### src/rtl/uart_pkg.sv
// Shared constants and FSM state types for the UART core.
//   OVERSAMPLE        : ticks per serial bit
//   START_SAMPLE_TICK : tick within the start bit at which the receiver checks the line
package uart_pkg;

  localparam int unsigned OVERSAMPLE        = 16;
  localparam int unsigned START_SAMPLE_TICK = 8;

  typedef enum logic [2:0] {
    TX_IDLE,
    TX_START,
    TX_DATA,
    TX_PARITY,
    TX_STOP,
    TX_STOP2
  } tx_state_t;

  typedef enum logic [2:0] {
    RX_IDLE,
    RX_START,
    RX_DATA,
    RX_PARITY,
    RX_STOP
  } rx_state_t;

endpackage

### src/rtl/uart_sync_fifo.sv
// First-word-fall-through synchronous FIFO with valid/ready on both sides.
//   clk, reset          : clock, synchronous active-high reset
//   in_data/in_valid    : write side; push when in_valid && in_ready
//   in_ready            : not full (stays low while full, even if a pop happens)
//   out_data/out_valid  : head of queue (zero while empty); pop when out_valid && out_ready
//   count               : occupancy, 0..DEPTH
module uart_sync_fifo #(
  parameter int unsigned WIDTH = 8,
  parameter int unsigned DEPTH = 16
) (
  input  logic                     clk,
  input  logic                     reset,
  input  logic [WIDTH-1:0]         in_data,
  input  logic                     in_valid,
  output logic                     in_ready,
  output logic [WIDTH-1:0]         out_data,
  output logic                     out_valid,
  input  logic                     out_ready,
  output logic [$clog2(DEPTH):0]   count
);

  localparam int unsigned PtrW = $clog2(DEPTH);
  localparam int unsigned CntW = PtrW + 1;

  logic [WIDTH-1:0] mem_q [DEPTH];
  logic [PtrW-1:0]  wr_ptr_q, rd_ptr_q;
  logic [CntW-1:0]  count_q;
  logic             push, pop;

  assign in_ready  = (count_q != CntW'(DEPTH));
  assign out_valid = (count_q != '0);
  assign push      = in_valid && in_ready;
  assign pop       = out_valid && out_ready;
  assign out_data  = out_valid ? mem_q[rd_ptr_q] : '0;
  assign count     = count_q;

  always_ff @(posedge clk) begin
    if (push) begin
      mem_q[wr_ptr_q] <= in_data;
    end
  end

  // Pointers wrap naturally because DEPTH is a power of two.
  always_ff @(posedge clk) begin
    if (reset) begin
      wr_ptr_q <= '0;
      rd_ptr_q <= '0;
      count_q  <= '0;
    end else begin
      if (push) begin
        wr_ptr_q <= wr_ptr_q + PtrW'(1);
      end
      if (pop) begin
        rd_ptr_q <= rd_ptr_q + PtrW'(1);
      end
      unique case ({push, pop})
        2'b10:   count_q <= count_q + CntW'(1);
        2'b01:   count_q <= count_q - CntW'(1);
        default: count_q <= count_q;
      endcase
    end
  end

endmodule

### src/rtl/uart_fifo_core.sv
// Single-clock UART with FIFO-buffered transmitter and receiver.
//   clk, reset                     : clock, synchronous active-high reset
//   parity_enable, parity_type     : parity present; 0 even / 1 odd
//   two_stop_bits                  : transmitter sends two stop bits
//   loopback                       : receiver fed from internal TX line, serial_out held high
//   baud_div                       : clk cycles per oversample tick (0 behaves as 1)
//   tx_data/tx_valid/tx_ready      : TX FIFO write side
//   tx_fifo_count, tx_busy         : TX occupancy; frame in progress or data pending
//   serial_out, serial_in          : pad lines (serial_in is asynchronous)
//   rx_data/rx_*_error/rx_valid    : head of RX FIFO with per-word flags
//   rx_ready                       : RX FIFO pop
//   rx_fifo_count, rx_overrun      : RX occupancy; pulse when a word is dropped
module uart_fifo_core
  import uart_pkg::*;
#(
  parameter int unsigned DATA_WIDTH = 8,
  parameter int unsigned FIFO_DEPTH = 16,
  parameter int unsigned DIV_WIDTH  = 16
) (
  input  logic                          clk,
  input  logic                          reset,
  input  logic                          parity_enable,
  input  logic                          parity_type,
  input  logic                          two_stop_bits,
  input  logic                          loopback,
  input  logic [DIV_WIDTH-1:0]          baud_div,
  input  logic [DATA_WIDTH-1:0]         tx_data,
  input  logic                          tx_valid,
  output logic                          tx_ready,
  output logic [$clog2(FIFO_DEPTH):0]   tx_fifo_count,
  output logic                          tx_busy,
  output logic                          serial_out,
  input  logic                          serial_in,
  output logic [DATA_WIDTH-1:0]         rx_data,
  output logic                          rx_parity_error,
  output logic                          rx_frame_error,
  output logic                          rx_valid,
  input  logic                          rx_ready,
  output logic [$clog2(FIFO_DEPTH):0]   rx_fifo_count,
  output logic                          rx_overrun
);

  localparam int unsigned TickW = $clog2(OVERSAMPLE);
  localparam int unsigned BitW  = $clog2(DATA_WIDTH);
  localparam logic [TickW-1:0] LastTick  = TickW'(OVERSAMPLE - 1);
  localparam logic [TickW-1:0] StartTick = TickW'(START_SAMPLE_TICK - 1);
  localparam logic [BitW-1:0]  LastBit   = BitW'(DATA_WIDTH - 1);

  // Terminal divider count; baud_div of 0 behaves like 1.
  logic [DIV_WIDTH-1:0] baud_last;
  assign baud_last = (baud_div == '0) ? '0 : baud_div - DIV_WIDTH'(1);

  // ---------------------------------------------------------------- TX
  logic [DATA_WIDTH-1:0] tx_fifo_data;
  logic                  tx_fifo_valid, tx_pop;

  uart_sync_fifo #(
    .WIDTH (DATA_WIDTH),
    .DEPTH (FIFO_DEPTH)
  ) u_tx_fifo (
    .clk       (clk),
    .reset     (reset),
    .in_data   (tx_data),
    .in_valid  (tx_valid),
    .in_ready  (tx_ready),
    .out_data  (tx_fifo_data),
    .out_valid (tx_fifo_valid),
    .out_ready (tx_pop),
    .count     (tx_fifo_count)
  );

  tx_state_t             tx_state_q;
  logic [DIV_WIDTH-1:0]  tx_div_cnt_q, tx_div_last_q;
  logic [TickW-1:0]      tx_tick_cnt_q;
  logic [BitW-1:0]       tx_bit_cnt_q;
  logic [DATA_WIDTH-1:0] tx_shift_q;
  logic                  tx_parity_q, tx_par_en_q, tx_two_stop_q, tx_line_q;
  logic                  tx_tick, tx_bit_end, tx_frame_done;

  assign tx_tick       = (tx_state_q != TX_IDLE) && (tx_div_cnt_q == tx_div_last_q);
  assign tx_bit_end    = tx_tick && (tx_tick_cnt_q == LastTick);
  assign tx_frame_done = tx_bit_end && ((tx_state_q == TX_STOP && !tx_two_stop_q) ||
                                        tx_state_q == TX_STOP2);
  // Popping at the end of the last stop bit chains frames without an idle gap.
  assign tx_pop        = tx_fifo_valid && (tx_state_q == TX_IDLE || tx_frame_done);
  assign tx_busy       = (tx_state_q != TX_IDLE) || tx_fifo_valid;
  assign serial_out    = loopback ? 1'b1 : tx_line_q;

  always_ff @(posedge clk) begin
    if (reset) begin
      tx_state_q    <= TX_IDLE;
      tx_div_cnt_q  <= '0;
      tx_div_last_q <= '0;
      tx_tick_cnt_q <= '0;
      tx_bit_cnt_q  <= '0;
      tx_shift_q    <= '0;
      tx_parity_q   <= 1'b0;
      tx_par_en_q   <= 1'b0;
      tx_two_stop_q <= 1'b0;
      tx_line_q     <= 1'b1;
    end else begin
      if (tx_tick) begin
        tx_div_cnt_q  <= '0;
        tx_tick_cnt_q <= tx_tick_cnt_q + TickW'(1);
      end else if (tx_state_q != TX_IDLE) begin
        tx_div_cnt_q  <= tx_div_cnt_q + DIV_WIDTH'(1);
      end

      if (tx_pop) begin
        tx_state_q    <= TX_START;
        tx_line_q     <= 1'b0;
        tx_shift_q    <= tx_fifo_data;
        tx_parity_q   <= ^tx_fifo_data ^ parity_type;
        tx_par_en_q   <= parity_enable;
        tx_two_stop_q <= two_stop_bits;
        tx_div_last_q <= baud_last;
        tx_div_cnt_q  <= '0;
        tx_tick_cnt_q <= '0;
      end else if (tx_bit_end) begin
        unique case (tx_state_q)
          TX_START: begin
            tx_state_q   <= TX_DATA;
            tx_line_q    <= tx_shift_q[0];
            tx_bit_cnt_q <= '0;
          end
          TX_DATA: begin
            if (tx_bit_cnt_q == LastBit) begin
              tx_state_q <= tx_par_en_q ? TX_PARITY : TX_STOP;
              tx_line_q  <= tx_par_en_q ? tx_parity_q : 1'b1;
            end else begin
              tx_bit_cnt_q <= tx_bit_cnt_q + BitW'(1);
              tx_shift_q   <= tx_shift_q >> 1;
              tx_line_q    <= tx_shift_q[1];
            end
          end
          TX_PARITY: begin
            tx_state_q <= TX_STOP;
            tx_line_q  <= 1'b1;
          end
          TX_STOP: begin
            tx_state_q <= tx_two_stop_q ? TX_STOP2 : TX_IDLE;
            tx_line_q  <= 1'b1;
          end
          default: begin
            tx_state_q <= TX_IDLE;
            tx_line_q  <= 1'b1;
          end
        endcase
      end
    end
  end

  // ---------------------------------------------------------------- RX
  logic rx_sync1_q, rx_sync2_q, rx_prev_q, rx_line;

  // Loopback takes the registered TX line, so no synchronizer is needed there.
  assign rx_line = loopback ? tx_line_q : rx_sync2_q;

  rx_state_t             rx_state_q;
  logic [DIV_WIDTH-1:0]  rx_div_cnt_q, rx_div_last_q;
  logic [TickW-1:0]      rx_tick_cnt_q;
  logic [BitW-1:0]       rx_bit_cnt_q;
  logic [DATA_WIDTH-1:0] rx_shift_q;
  logic                  rx_par_bit_q, rx_par_en_q, rx_par_type_q, rx_overrun_q;
  logic                  rx_tick, rx_sample, rx_push, rx_fifo_ready, rx_perr;
  logic [DATA_WIDTH+1:0] rx_fifo_in, rx_fifo_out;

  assign rx_tick    = (rx_state_q != RX_IDLE) && (rx_div_cnt_q == rx_div_last_q);
  assign rx_sample  = rx_tick &&
                      (rx_tick_cnt_q == ((rx_state_q == RX_START) ? StartTick : LastTick));
  assign rx_push    = rx_sample && (rx_state_q == RX_STOP);
  assign rx_perr    = rx_par_en_q && (rx_par_bit_q != (^rx_shift_q ^ rx_par_type_q));
  assign rx_fifo_in = {~rx_line, rx_perr, rx_shift_q};

  uart_sync_fifo #(
    .WIDTH (DATA_WIDTH + 2),
    .DEPTH (FIFO_DEPTH)
  ) u_rx_fifo (
    .clk       (clk),
    .reset     (reset),
    .in_data   (rx_fifo_in),
    .in_valid  (rx_push),
    .in_ready  (rx_fifo_ready),
    .out_data  (rx_fifo_out),
    .out_valid (rx_valid),
    .out_ready (rx_ready),
    .count     (rx_fifo_count)
  );

  assign rx_data         = rx_fifo_out[DATA_WIDTH-1:0];
  assign rx_parity_error = rx_fifo_out[DATA_WIDTH];
  assign rx_frame_error  = rx_fifo_out[DATA_WIDTH+1];
  assign rx_overrun      = rx_overrun_q;

  always_ff @(posedge clk) begin
    if (reset) begin
      rx_sync1_q    <= 1'b1;
      rx_sync2_q    <= 1'b1;
      rx_prev_q     <= 1'b1;
      rx_state_q    <= RX_IDLE;
      rx_div_cnt_q  <= '0;
      rx_div_last_q <= '0;
      rx_tick_cnt_q <= '0;
      rx_bit_cnt_q  <= '0;
      rx_shift_q    <= '0;
      rx_par_bit_q  <= 1'b0;
      rx_par_en_q   <= 1'b0;
      rx_par_type_q <= 1'b0;
      rx_overrun_q  <= 1'b0;
    end else begin
      rx_sync1_q   <= serial_in;
      rx_sync2_q   <= rx_sync1_q;
      rx_prev_q    <= rx_line;
      rx_overrun_q <= rx_push && !rx_fifo_ready;

      if (rx_tick) begin
        rx_div_cnt_q  <= '0;
        rx_tick_cnt_q <= rx_tick_cnt_q + TickW'(1);
      end else if (rx_state_q != RX_IDLE) begin
        rx_div_cnt_q  <= rx_div_cnt_q + DIV_WIDTH'(1);
      end

      if (rx_state_q == RX_IDLE) begin
        if (rx_prev_q && !rx_line) begin
          rx_state_q    <= RX_START;
          rx_div_cnt_q  <= '0;
          rx_tick_cnt_q <= '0;
          rx_div_last_q <= baud_last;
          rx_par_en_q   <= parity_enable;
          rx_par_type_q <= parity_type;
        end
      end else if (rx_sample) begin
        // Every later sample is a full bit after the previous one.
        rx_tick_cnt_q <= '0;
        unique case (rx_state_q)
          RX_START: begin
            rx_state_q   <= rx_line ? RX_IDLE : RX_DATA;
            rx_bit_cnt_q <= '0;
          end
          RX_DATA: begin
            rx_shift_q <= {rx_line, rx_shift_q[DATA_WIDTH-1:1]};
            if (rx_bit_cnt_q == LastBit) begin
              rx_state_q <= rx_par_en_q ? RX_PARITY : RX_STOP;
            end else begin
              rx_bit_cnt_q <= rx_bit_cnt_q + BitW'(1);
            end
          end
          RX_PARITY: begin
            rx_par_bit_q <= rx_line;
            rx_state_q   <= RX_STOP;
          end
          default: begin
            rx_state_q <= RX_IDLE;
          end
        endcase
      end
    end
  end

endmodule
### config.mk
export PLATFORM = sky130hd
export DESIGN_NAME = uart_fifo_core
export DESIGN_NICKNAME = d
export VERILOG_FILES = /design/src/rtl/uart_pkg.sv /design/src/rtl/uart_sync_fifo.sv /design/src/rtl/uart_fifo_core.sv
export SDC_FILE = /design/constraint.sdc
export NUM_CORES = 1
export LEC_CHECK = 0
export ABC_AREA = 1
export CAP_MARGIN = 40
export CORE_ASPECT_RATIO = 1.75
export CORE_MARGIN = 3
export CORE_UTILIZATION = 42
export DETAILED_ROUTE_END_ITERATION = 10
export SLEW_MARGIN = 10
export SYNTH_ARGS = -nofsm -noshare
export SYNTH_HDL_FRONTEND = slang
export SYNTH_SLANG_ARGS = --single-unit
### constraint.sdc
create_clock -name clk -period 9.2 [get_ports clk]
set_input_delay 2.76 -clock clk [delete_from_list [all_inputs] [get_ports clk]]
set_output_delay 2.76 -clock clk [all_outputs]
set_load 0.1 [all_outputs]
==> flow_summary_export.csv <==
group,metric,value,unit
logic_synthesis,async_flop_share,0,%
layout,n_fill_cell,4052,
route,firstDrtPassIters,5,
clock_tree,clkTransAtPathRegs,0.06,ns
setup_path,startpoint_type,"input pin",
die,die_area,47900,µm²
clock_tree,clock_sinks,433,
setup_path,required,6.44,ns
placement,port_buffers,57,
layout,drive_gt1_share,9.42,%
power_and_ir_drop,power.density,299,nW/µm²
setup_path,r2r_setup_slack,5.58,ns
clock_tree,hold_buffers,0,
sta,skew,0.0117,ns
setup_path,crit_family,"buffers and inverters",
layout,antenna_cells,0,
logic_synthesis,yosysTopAreaCellShare,45.6,%
sta,worst_slack,2.30,ns
setup_path,critical_path.slowest_cell,"clkdlybuf4s50_1",
setup_path,setup.worst_path.end_class,"output port",
route,vias,13900,
logic_synthesis,synthXorXnorAreaFrac,2.68,%
setup_path,cp.arrival,4.14,ns
clock_tree,cts_tree,"yes",
hold_path,worstHoldStart,"rx_sync1_q",
placement,routabilityCongestion,0.851,
logic_synthesis,synth.distinct_cells,56,
logic_synthesis,yosys.area.top_type,"edfxtp_1",
logic_synthesis,muxShareOfSynthArea,0,%
route,vias_per_cell,5.30,
setup_path,reg2regPathDepth,17,
setup_path,max_stage_delay,0.46,ns
logic_synthesis,synth_ff_type,"edfxtp_1",
route,post_drt_wl_per_cell,18.0,µm
sta,setup_viol,0,
route,ant_nets,0,
logic_synthesis,syn_avg_cell_area,9.85,µm²
setup_path,path_common_cell,"clkdlybuf4s50_1",
logic_synthesis,synth_most_common_cell,"nor2_1",
power_and_ir_drop,vdd_drop_max,0.000472,V
setup_path,crit_fanout,3,
setup_path,rr_endpoint,"u_rx_fifo.count[4]",
layout,synthToLayoutAreaGrowth,16.1,%
sta,fmax,0.145,GHz
sta,post-route-period-util,75.0,%
run,drv_cap,0,
logic_synthesis,postSynthCellCount,1928,
setup_path,r2r-start,"rx_div_last_q[15]",
logic_synthesis,synthTopCellsByCount,"nor2_1 (320), edfxtp_1 (288), nand2_1 (261), o21ai_0 (181), inv_1 (152)",
clock_tree,cts_max_level,2,
die,die_x,167,µm
global_route,grt_pass1_wl,73800,µm
logic_synthesis,ys.warnings.count,0,
clock_tree,post-cts-setup-buffer-count,0,
die,pin_count,58,
logic_synthesis,synth_top_family_by_area,"simple AND/OR/NAND/NOR gates",
route,drt-total-wl,47300,µm
sta,min_period,6.90,ns
sta,hold_ws,0.444,ns
hold_path,hold_path_depth,1,
setup_path,path_buf_inv,3,
global_route,track_usage,19.4,%
route,drc_errors,0,
sta,relSlewSlack,40.1,%
hold_path,hold_end,"rx_sync2_q",
sta,setup-tns-final,0,ns
power_and_ir_drop,p_leak,0.00811,µW
clock_tree,insertion_delay,0.54,ns
clock_tree,cts_resized,0,
logic_synthesis,synth_fa_ha_area_share,1.82,%
placement,place_ws,2.30,ns
placement,hpwl,33100,µm
die,start_util,42.7,%
logic_synthesis,synth_edf_count,288,
hold_path,hold_path_class,"reg2reg",
die,fp.dieH,287,µm
clock_tree,cts_root_buf,"clkbuf_16",
global_route,grt_pass1_vias,14100,
global_route,antenna_found_initial,0,
layout,nets,2086,
logic_synthesis,synth-compound-area-share,10.5,%
clock_tree,cts_buffers,41,
logic_synthesis,synth_area,19000,µm²
die,row_count,102,
sta,hold_viol,0,
logic_synthesis,synth_simple_gate_area_share,19.0,%
outcome,status,"finished clean",
sta,tightest_slew,0.899,ns
logic_synthesis,synth_fp_nets,1988,
die,coreArea,44400,µm²
clock_tree,cts_buffer_depth,3,
global_route,grt_max_degree,82,
setup_path,critPathKind,"in2out",
global_route,overflow,0,
route,drt-initial-drc-count,726,
logic_synthesis,ys_ff_latch,433,
setup_path,crit_chain,"clkdlybuf4s50_1, or2_2, clkdlybuf4s50_1, buf_8",
sta,rsz0062_at_grt,"false",
logic_synthesis,yosys-top-cells-area,"edfxtp_1 (46%), dfxtp_1 (15%), nor2_1 (6.3%), nand2_1 (5.2%), o21ai_0 (4.8%)",
logic_synthesis,ys_seq_area_share,60.8,%
sta,slew_viol_final,0,
## metrics by stage
stage | instances | util, % | total power (µW) | instance area, µm²
4_1_cts | 2631 | 49.6 | 6640 | 22000
5_1_grt | 2631 | 49.6 | 6950 | 22000
3_3_place_gp | 2496 | 45.0 | 4640 | 20000
3_5_place_dp | 2555 | 46.7 | 4960 | 20700
6_report | 2631 | 49.6 | 6590 | 22000
2_1_floorplan | 1928 | - | 4110 | 19000
## cell families after synthesis
family | after synthesis
AOI/OAI and AO/OA | 351
buffers and inverters | 237
adders and majority gates | 27
DFF | 433
and+or+nand+nor | 822
xor gates and xnor gates | 58
## final cells by class
cell class                 instances  area, µm²  share of cell area (%)
clock buffer                      53       1150                    5.24
sequential                       433      11600                    52.4
inverter                         168        639                    2.90
clock inverter                    23        170                   0.772
multi-input combinational       1258       6450                    29.3
tap                              572        716                    3.25
timing repair buffer             124       1360                    6.15
## report_power, final
group | internal (µW) | switching (µW)
registers | 2200 | 103
logic | 851 | 1770
clock network | 947 | 725
## layer usage
layer	track usage, %	vias to the layer above	part of all wire, %
met4	9.62	0	5.1
met2	39.5	308	57
met3	2.17	124	3.1
met1	18.8	6675	35
li1	-	6837	-
met5	0	-	0
## cell usage in the layout (no fill, tap or decap), types with 5 or more instances in the layout
master,Yosys,routed
a31oi_1,9,9
clkinv_1,3,7
nand3_1,123,123
inv_2,10,11
clkdlybuf4s50_1,0,56
buf_8,0,20
edfxtp_1,288,288
buf_4,2,39
xnor2_1,28,28
o221ai_1,32,32
buf_16,0,6
o21ai_0,181,181
o22ai_1,27,27
nand2_2,6,6
a211oi_1,9,9
or2_2,10,10
a21oi_1,67,67
clkbuf_16,0,43
xor2_1,30,30
nor3_1,31,31
clkbuf_1,47,5
nor2_2,13,13
o211ai_1,8,8
nand2_1,261,261
o21ai_1,9,9
nor3b_1,7,7
clkinv_2,1,8
inv_1,152,154
nor2_1,320,320
nand4_1,18,18
ha_1,26,26
dfxtp_1,145,143
nor4_1,11,11
## worst max-delay path by stage
stage / slack (ns) / end / cells past startpoint / start
2_1_floorplan: 2.52 / rx_data[0] / 4 / u_rx_fifo.count[0]
5_1_grt: 2.22 / rx_parity_error / 9 / flip-flop
4_1_cts: 2.29 / serial_out / 4 / loopback
3_5_place_dp: 2.30 / serial_out / 4 / loopback
3_3_place_gp: 1.95 / serial_out / 3 / loopback
6_report: 2.30 / serial_out / 4 / loopback
## registers in the layout, summed over array words and instances (netlist names), 8 cells and up, named ones only
register and flops:
rx_div_cnt_q 16, rx_div_last_q 16, rx_shift_q 8, tx_div_cnt_q 16, tx_div_last_q 16, tx_shift_q 8
u_rx_fifo.mem_q 160, u_tx_fifo.mem_q 128
(Power assumes the default switching activity.)
